===== src/rtl/key_logic_lab.sv =====
`default_nettype none
// ============================================================================
// Module      : key_logic_lab
// Description : Synchronised, debounced push-buttons driving a switch-selected
//               reduction, gate-level XOR / De Morgan checks and a press counter.
// Revision    : 1.0 - initial release
// ============================================================================
module key_logic_lab #(
    parameter int W_KEY           = 4,
    parameter int W_SW            = 8,
    parameter int W_LED           = 8,
    parameter int DEBOUNCE_CYCLES = 500000
) (
    input  logic             clk,
    input  logic             rst,
    input  logic [W_KEY-1:0] key,
    input  logic [W_SW-1:0]  sw,
    output logic [W_LED-1:0] led,
    output logic [W_KEY-1:0] key_pressed
);

    localparam int                 c_cnt_w    = $clog2(DEBOUNCE_CYCLES + 1);
    localparam int                 c_pc_w     = W_LED - 4;
    localparam logic [c_cnt_w-1:0] c_cnt_last = c_cnt_w'(DEBOUNCE_CYCLES - 1);

    logic [W_KEY-1:0]   r_key_s1;
    logic [W_KEY-1:0]   r_key_s2;
    logic [2:0]         r_sw_s1;
    logic [2:0]         r_sw_s2;
    logic [c_cnt_w-1:0] r_cnt [W_KEY];
    logic [W_KEY-1:0]   r_stable;
    logic [W_KEY-1:0]   r_stable_d;
    logic [W_KEY-1:0]   r_key_pressed;
    logic [W_KEY-1:0]   r_tog;
    logic [c_pc_w-1:0]  r_press_cnt;
    logic [3:0]         r_flags;

    logic [W_KEY-1:0]   w_v;
    logic               w_reduce;
    logic               w_xor_gate;
    logic               w_demorgan;
    logic               w_mismatch;
    logic [c_pc_w-1:0]  w_press_sum;
    logic               w_unused_sw;

    // Only sw[2:0] carry meaning; the upper switches are deliberately ignored.
    assign w_unused_sw = ^sw;

    always_ff @(posedge clk or negedge rst) begin
        if (!rst) begin
            r_key_s1 <= '0;
            r_key_s2 <= '0;
            r_sw_s1  <= '0;
            r_sw_s2  <= '0;
        end else begin
            r_key_s1 <= key;
            r_key_s2 <= r_key_s1;
            r_sw_s1  <= sw[2:0];
            r_sw_s2  <= r_sw_s1;
        end
    end

    // A key is accepted once its synchronised level disagrees with the
    // accepted level for DEBOUNCE_CYCLES consecutive clocks.
    always_ff @(posedge clk or negedge rst) begin
        if (!rst) begin
            for (int i = 0; i < W_KEY; i++) begin
                r_cnt[i] <= '0;
            end
            r_stable <= '0;
        end else begin
            for (int i = 0; i < W_KEY; i++) begin
                if (r_key_s2[i] == r_stable[i]) begin
                    r_cnt[i] <= '0;
                end else if (r_cnt[i] == c_cnt_last) begin
                    r_stable[i] <= r_key_s2[i];
                    r_cnt[i]    <= '0;
                end else begin
                    r_cnt[i] <= r_cnt[i] + c_cnt_w'(1);
                end
            end
        end
    end

    always_comb begin
        w_press_sum = '0;
        for (int i = 0; i < W_KEY; i++) begin
            w_press_sum = w_press_sum + c_pc_w'(r_key_pressed[i]);
        end
    end

    assign w_v = r_sw_s2[2] ? r_tog : r_stable;

    always_comb begin
        case (r_sw_s2[1:0])
            2'b00:   w_reduce = &w_v;
            2'b01:   w_reduce = |w_v;
            2'b10:   w_reduce = ^w_v;
            default: w_reduce = ~&w_v;
        endcase
    end

    assign w_xor_gate = (w_v[0] | w_v[1]) & ~(w_v[0] & w_v[1]);
    assign w_demorgan = ((~(w_v[0] & w_v[1])) == (~w_v[0] | ~w_v[1])) &
                        ((~(w_v[0] | w_v[1])) == (~w_v[0] & ~w_v[1]));
    assign w_mismatch = w_xor_gate ^ (w_v[0] ^ w_v[1]);

    always_ff @(posedge clk or negedge rst) begin
        if (!rst) begin
            r_stable_d    <= '0;
            r_key_pressed <= '0;
            r_tog         <= '0;
            r_press_cnt   <= '0;
            r_flags       <= '0;
        end else begin
            r_stable_d    <= r_stable;
            r_key_pressed <= r_stable & ~r_stable_d;
            r_tog         <= r_tog ^ r_key_pressed;
            r_press_cnt   <= r_press_cnt + w_press_sum;
            r_flags       <= {w_mismatch, w_demorgan, w_xor_gate, w_reduce};
        end
    end

    assign led         = {r_press_cnt, r_flags};
    assign key_pressed = r_key_pressed;

endmodule
`default_nettype wire


===== config.mk =====
export PLATFORM = sky130hd
export DESIGN_NAME = key_logic_lab
export DESIGN_NICKNAME = d
export VERILOG_FILES = /design/src/rtl/key_logic_lab.sv
export SDC_FILE = /design/constraint.sdc
export NUM_CORES = 1
export LEC_CHECK = 0
export BUFFER_PORTS_ARGS = -buffer_cell sky130_fd_sc_hd__clkbuf_2
export CORE_MARGIN = 1
export CORE_UTILIZATION = 61
export DETAILED_ROUTE_END_ITERATION = 7
export PLACE_DENSITY = 0.83
export REMOVE_ABC_BUFFERS = 1
export SLEW_MARGIN = 20
export SYNTH_ARGS = -nofsm -noshare
export SYNTH_HDL_FRONTEND = slang
export SYNTH_SLANG_ARGS = --single-unit

===== constraint.sdc =====
create_clock -name clk -period 2.57 [get_ports clk]
set_clock_uncertainty 0.15 [all_clocks]
set_input_delay 0.514 -clock clk [delete_from_list [all_inputs] [get_ports clk]]
set_output_delay 0.514 -clock clk [all_outputs]
set_load 0.005 [all_outputs]

## Yosys cells after proc, flatten, opt, wreduce, memory -nomap -nowiden

Index checks and enable logic that the tools add are counted.

- Output and inout port bits: 12
- Logic and storage cells: 75
- Input port bits: 14
- Bits in registers: 114

- Multiplexer cells: 10
- Reductions and logical operators: 9
- Equal/unequal tests: 12
- Add/subtract/negate cells: 8
- Bitwise gates (word level): 19

Operators with widths:

| cell | number |
|---|---|
| $mux W19 | 8 |
| $add A19 B1 Y19 const B | 4 |
| $eq A19 B19 Y1 const B | 4 |
| $not A1 Y1 | 8 |
| $reduce_and A2 Y1 | 4 |
| $eq A1 B1 Y1 | 6 |
| $add A3 B1 Y4 | 1 |
| $add A4 B4 Y4 | 1 |
| $and A1 B1 Y1 | 4 |
| $and A4 B4 Y4 | 1 |
| $mux W4 | 1 |
| $not A4 Y4 | 1 |
| $reduce_and A4 Y1 | 1 |
| $reduce_or A4 Y1 | 1 |
| $reduce_xor A4 Y1 | 1 |
| $xor A4 B4 Y4 | 1 |
| $add A2 B1 Y3 | 1 |
| $pmux W1 S3 | 1 |
| $add A1 B1 Y2 | 1 |
| $eq A2 B1 Y1 const B | 1 |
| $eq A2 B2 Y1 const B | 1 |
| $logic_not A2 Y1 | 1 |
| $or A1 B1 Y1 | 2 |
| $xor A1 B1 Y1 | 2 |
| $logic_not A1 Y1 | 1 |

## Longest topological paths before layout

- Word-level depth: 5
- Gate-level depth with buffers: 8
- Depth with buffers taken out: 7

## Worst setup path after synthesis

OpenSTA, ideal clock, no wires.

- Kind: register to register
- Start point: register r_cnt[71] (netlist bit)
- End point: register r_stable[0]
- Path buffers: 0
- Stages on the path, launching flop included: 5
- Clock period less this slack: 2159 ps
- Setup time: 125 ps
- Data required time: 2295 ps
- Arrival: 1884 ps
- Setup slack: 411 ps
- Cells stage by stage: dfrtp_1 -> or4b_1 -> or4_4 -> nor2_1 -> mux2_2

- Word-level cells in the longest chain between the ends: 2

Ends and longest elaborated chain:

| element | line | source |
|---|---|---|
| start, declared | 30 | `logic [c_cnt_w-1:0] r_cnt [W_KEY];` |
| start signal, assigned by index | 79 | `r_cnt[i] <= r_cnt[i] + c_cnt_w'(1);` |
| $eq A19 B19 Y1 | 75 | `end else if (r_cnt[i] == c_cnt_last) begin` |
| $reduce_and A2 Y1 (no source line) | n/a |  |
| end signal, assigned by index | 76 | `r_stable[i] <= r_key_s2[i];` |
| end, declared | 31 | `logic [W_KEY-1:0] r_stable;` |

No other way between the ends.
A chain may end at the register's enable or synchronous reset.

## Final worst setup path

- Start point: register r_cnt[52] (netlist bit)
- End point: register r_cnt[51] (netlist bit)

- Word-level cells in the longest chain between the ends: 3

Ends and longest elaborated chain:

| element | line | source |
|---|---|---|
| $eq A19 B19 Y1 | 75 |  |
| $mux W19 | 75 |  |
| $mux W19 | 73 | `if (r_key_s2[i] == r_stable[i]) begin` |

No other way between the ends.

==> metrics <==
status=completed; initial antenna violation count=0; GRT Util Overall=25.1%; largest net degree at the start of global routing=47; Int Pwr=3.37 mW; Post-CTS Resized=0; Synth area leaders=dfrtp_1, xnor2_1, nor2_1, xor2_1, nand3_1; CP Capture Type=flip-flop; Final WS setup=~0.19 ns; Clk pwr share=between 50% and 60%; vias in the first global route=3732; TritonCTS buffer count=17; sequential power share=43.3%; Area growth syn-to-layout=18.1%; CP max-delay cell=or4_4; die height=94.1 µm; unrepaired setup endpoints after global routing=false; # IOs=26; Tmin final=between 2 and 2.5 ns; Leak Pwr=2.69 nW; fin cells=about 650; family with the most delay on the worst path=simple AND/OR/NAND/NOR gates; post-CTS setup buffers=0; PortBufs=19; r2r worst-path depth=4; r2r startpoint=r_cnt[52]; Yosys reg bits=about 110; Max-cap violations=0; DRT iter0 DRCs=about 130; fraction of layout cells with a size suffix above 1=13.5%; worst path required time=approximately 2.8 ns; Via Count=3668; CTS Sinks=113; Overall Power=4.24 mW; top-area cell type share of the netlist area=54.6%; root buffer cell=clkbuf_8; multiplexer share of the synthesized area=1.84%; Hold WC Path Type=reg2reg; gr ovfl total=0; yosys warns=0; highest cell delay on the worst timing path=0.57 ns; Placed Instances=slightly above 600; Compound-Gate Fraction of Synth Area=~4.7%; Post-Syn Area=5180 µm²; area leader, netlist=dfrtp_1; First-pass DRT Iterations=4; H-Tree Depth=4; die footprint=8860 µm²; Comb power frac=2.8%; Worst setup SP type=flip-flop; Cells after Synth=between 400 and 500; simple-gate share of the synthesized area=22.0%; largest family of logic cells by synthesized area=simple AND/OR/NAND/NOR gates; Finished Core Util=74.4%; max_slew headroom=61.2%; reg2reg setup slack=between 0.15 and 0.2 ns; hpwl dp=6.27 mm; Switching Power=869 µW; hold endpoint=r_sw_s2[2]; Diodes inserted=0; antenna viol nets, final=0; post-synth cell types=40; WP buf/inv=0; pre-CTS setup slack=around 0.24 ns; Worst Path Arrival=2.60 ns; Tcrit/Tclk final=92.6%; Post-Synth Adder-Cell Area=under 10%; first-pass GRT wire length=16.9 mm; final net count=560; final hold vios=0; worst-skew pair later-pin latency=0.51 ns; Initial Util=between 60% and 70%; pin slew with the least headroom to its limit=0.581 ns; CP max FO=19; DRC viols=0; sequential area share after synthesis=54.6%; VDD IR max=around 0.61 mV; Synth Area per Inst=10.7 µm²; setup_tns=0 ns; Wirelength per Cell=~15 µm; Final Slew Violations=0; switching part of the total=about 20%; most frequent cells in the layout=dfrtp_1, nor2_1, xnor2_1, xor2_1, nand2_1; Max clock buf depth=2; kind of critical path=reg2reg; Power Dens Cells=694 nW/µm²; hold depth=0; gpl congestion=0.816; commonest non-fill, non-tap cell in the layout=dfrtp_1; # rows=33; Core Region=around 8200 µm²; min-delay src=r_sw_s1[2]; capture point of the worst reg-to-reg path=r_cnt[51]; Vias/cell=5.63; drt total wl=just under 10 mm; clk slew on worst S/H paths=0.05 ns; Die X=94.1 µm; endpoints failing setup=0; Fmax achieved=between 400 and 500 MHz; CTS tree=done; critical-path cell list=or4b_1 > or4_4 > o21ai_4 > nor2_1; Synth Area in XOR/XNOR=10.7%
worst max-delay path by stage:
stage | slack [ns] | cells after the start | startpoint | to
2_1_floorplan | 0.38 | 4 | r_cnt[30] | r_cnt[21]
3_3_place_gp | 0.26 | 4 | r_cnt[52] | r_cnt[46]
3_5_place_dp | 0.24 | 4 | r_cnt[52] | r_cnt[51]
4_1_cts | 0.18 | 4 | r_cnt[52] | r_cnt[51]
5_1_grt | 0.08 | 4 | r_cnt[71] | r_cnt[64]
6_report | 0.19 | 4 | r_cnt[52] | r_cnt[51]
power groups by stage:
stage | Clock [mW] | Sequential [mW] | Combinational [mW]
final | 2.29 | 1.84 | 0.118
after global routing | 2.39 | 1.84 | 0.137
after CTS | 2.31 | 1.84 | 0.122
after detailed placement | 0 | 1.87 | 0.111
after global placement | 0 | 1.86 | 0.107
after floorplan | 0 | 1.86 | 0.0468
area by class of cell:
class | count | area [µm²]
multi-input cells | 341 | 2210
flip-flops and latches | 113 | 2830
repair buffers | 38 | 273
clock buffers | 22 | 453
well taps | 105 | 131
inverters | 23 | 86.3
clock inverters | 10 | 134
fillers | 532 | 2100
synthesized netlist by cell type:
| cell type | count |
|---|---|
| clkbuf_1 | 2 |
| dfrtp_1 | 113 |
| or4_4 | 2 |
| nor4_1 | 13 |
| nand2_1 | 28 |
| nor4bb_1 | 1 |
| buf_4 | 1 |
| nand4_1 | 16 |
| o21ai_4 | 2 |
| o41ai_2 | 2 |
| or3b_2 | 1 |
| and4_1 | 6 |
| nand3_1 | 27 |
| ha_1 | 9 |
| conb_1 | 2 |
| nor2_1 | 69 |
| xnor2_1 | 34 |
| clkbuf_2 | 1 |
| or4bb_1 | 2 |
| or4b_1 | 5 |
| a21oi_1 | 17 |
| buf_6 | 2 |
| buf_2 | 2 |
| or4_1 | 5 |
| o211ai_1 | 1 |
| inv_1 | 23 |
| nand4_2 | 1 |
| and2_1 | 1 |
| xor2_1 | 29 |
| mux2_2 | 4 |
| fa_1 | 3 |
| nor4b_1 | 1 |
| mux2i_1 | 5 |
| o31ai_1 | 1 |
| nor3_1 | 15 |
| and4bb_2 | 1 |
| or3_1 | 13 |
| o21ai_0 | 16 |
| or2_2 | 2 |
| nor2b_1 | 7 |
logic make-up after synthesis:
logic type,count (synthesis)
buf+inv,31
fa+ha+maj,12
simple gates,216
mux,9
other cells,2
flops,113
compound gates,39
xor+xnor,63
routing by layer:
metal | routed length (µm) | share of wire (%) | track usage, % | vias to the layer above
met5 | 0 | 0 | 0 | -
met4 | 153 | 1.6 | 10.8 | 0
met3 | 261 | 2.6 | 4.94 | 16
met2 | 5010 | 51 | 42.6 | 61
met1 | 4430 | 45 | 31.1 | 1812
li1 | - | - | - | 1779
worst register-to-register path, delay by kind of cell, from the launching register on:
kind	cells	cell delay, ns
DFF	1	0.42
and+or+nand+nor	3	1.24
AOI/OAI and AO/OA	1	0.43
flip-flops by register name, summed over array words and instances, names as in the netlist, 4 cells and up:
signal	flops
r_stable	4
r_key_s2	4
r_press_cnt	4
r_cnt	76
key_pressed	4
r_stable_d	4
r_key_s1	4
r_tog	4
through the flow:
stage	instance area, µm²	hold slack, ns
finish	6110	0.221
global route	6110	0.224
CTS	6110	0.220
detailed placement	5450	0.206
global placement	5450	0.188
floorplan	5120	0.0684
repair_timing:
| item | in CTS | in global routing |
|---|---|---|
| hold endpoints to repair | 51 | 0 |
| setup endpoints to repair | 0 | 0 |
| hold buffers | 8 | 0 |
Note: power is estimated with default switching activity, not from simulation.
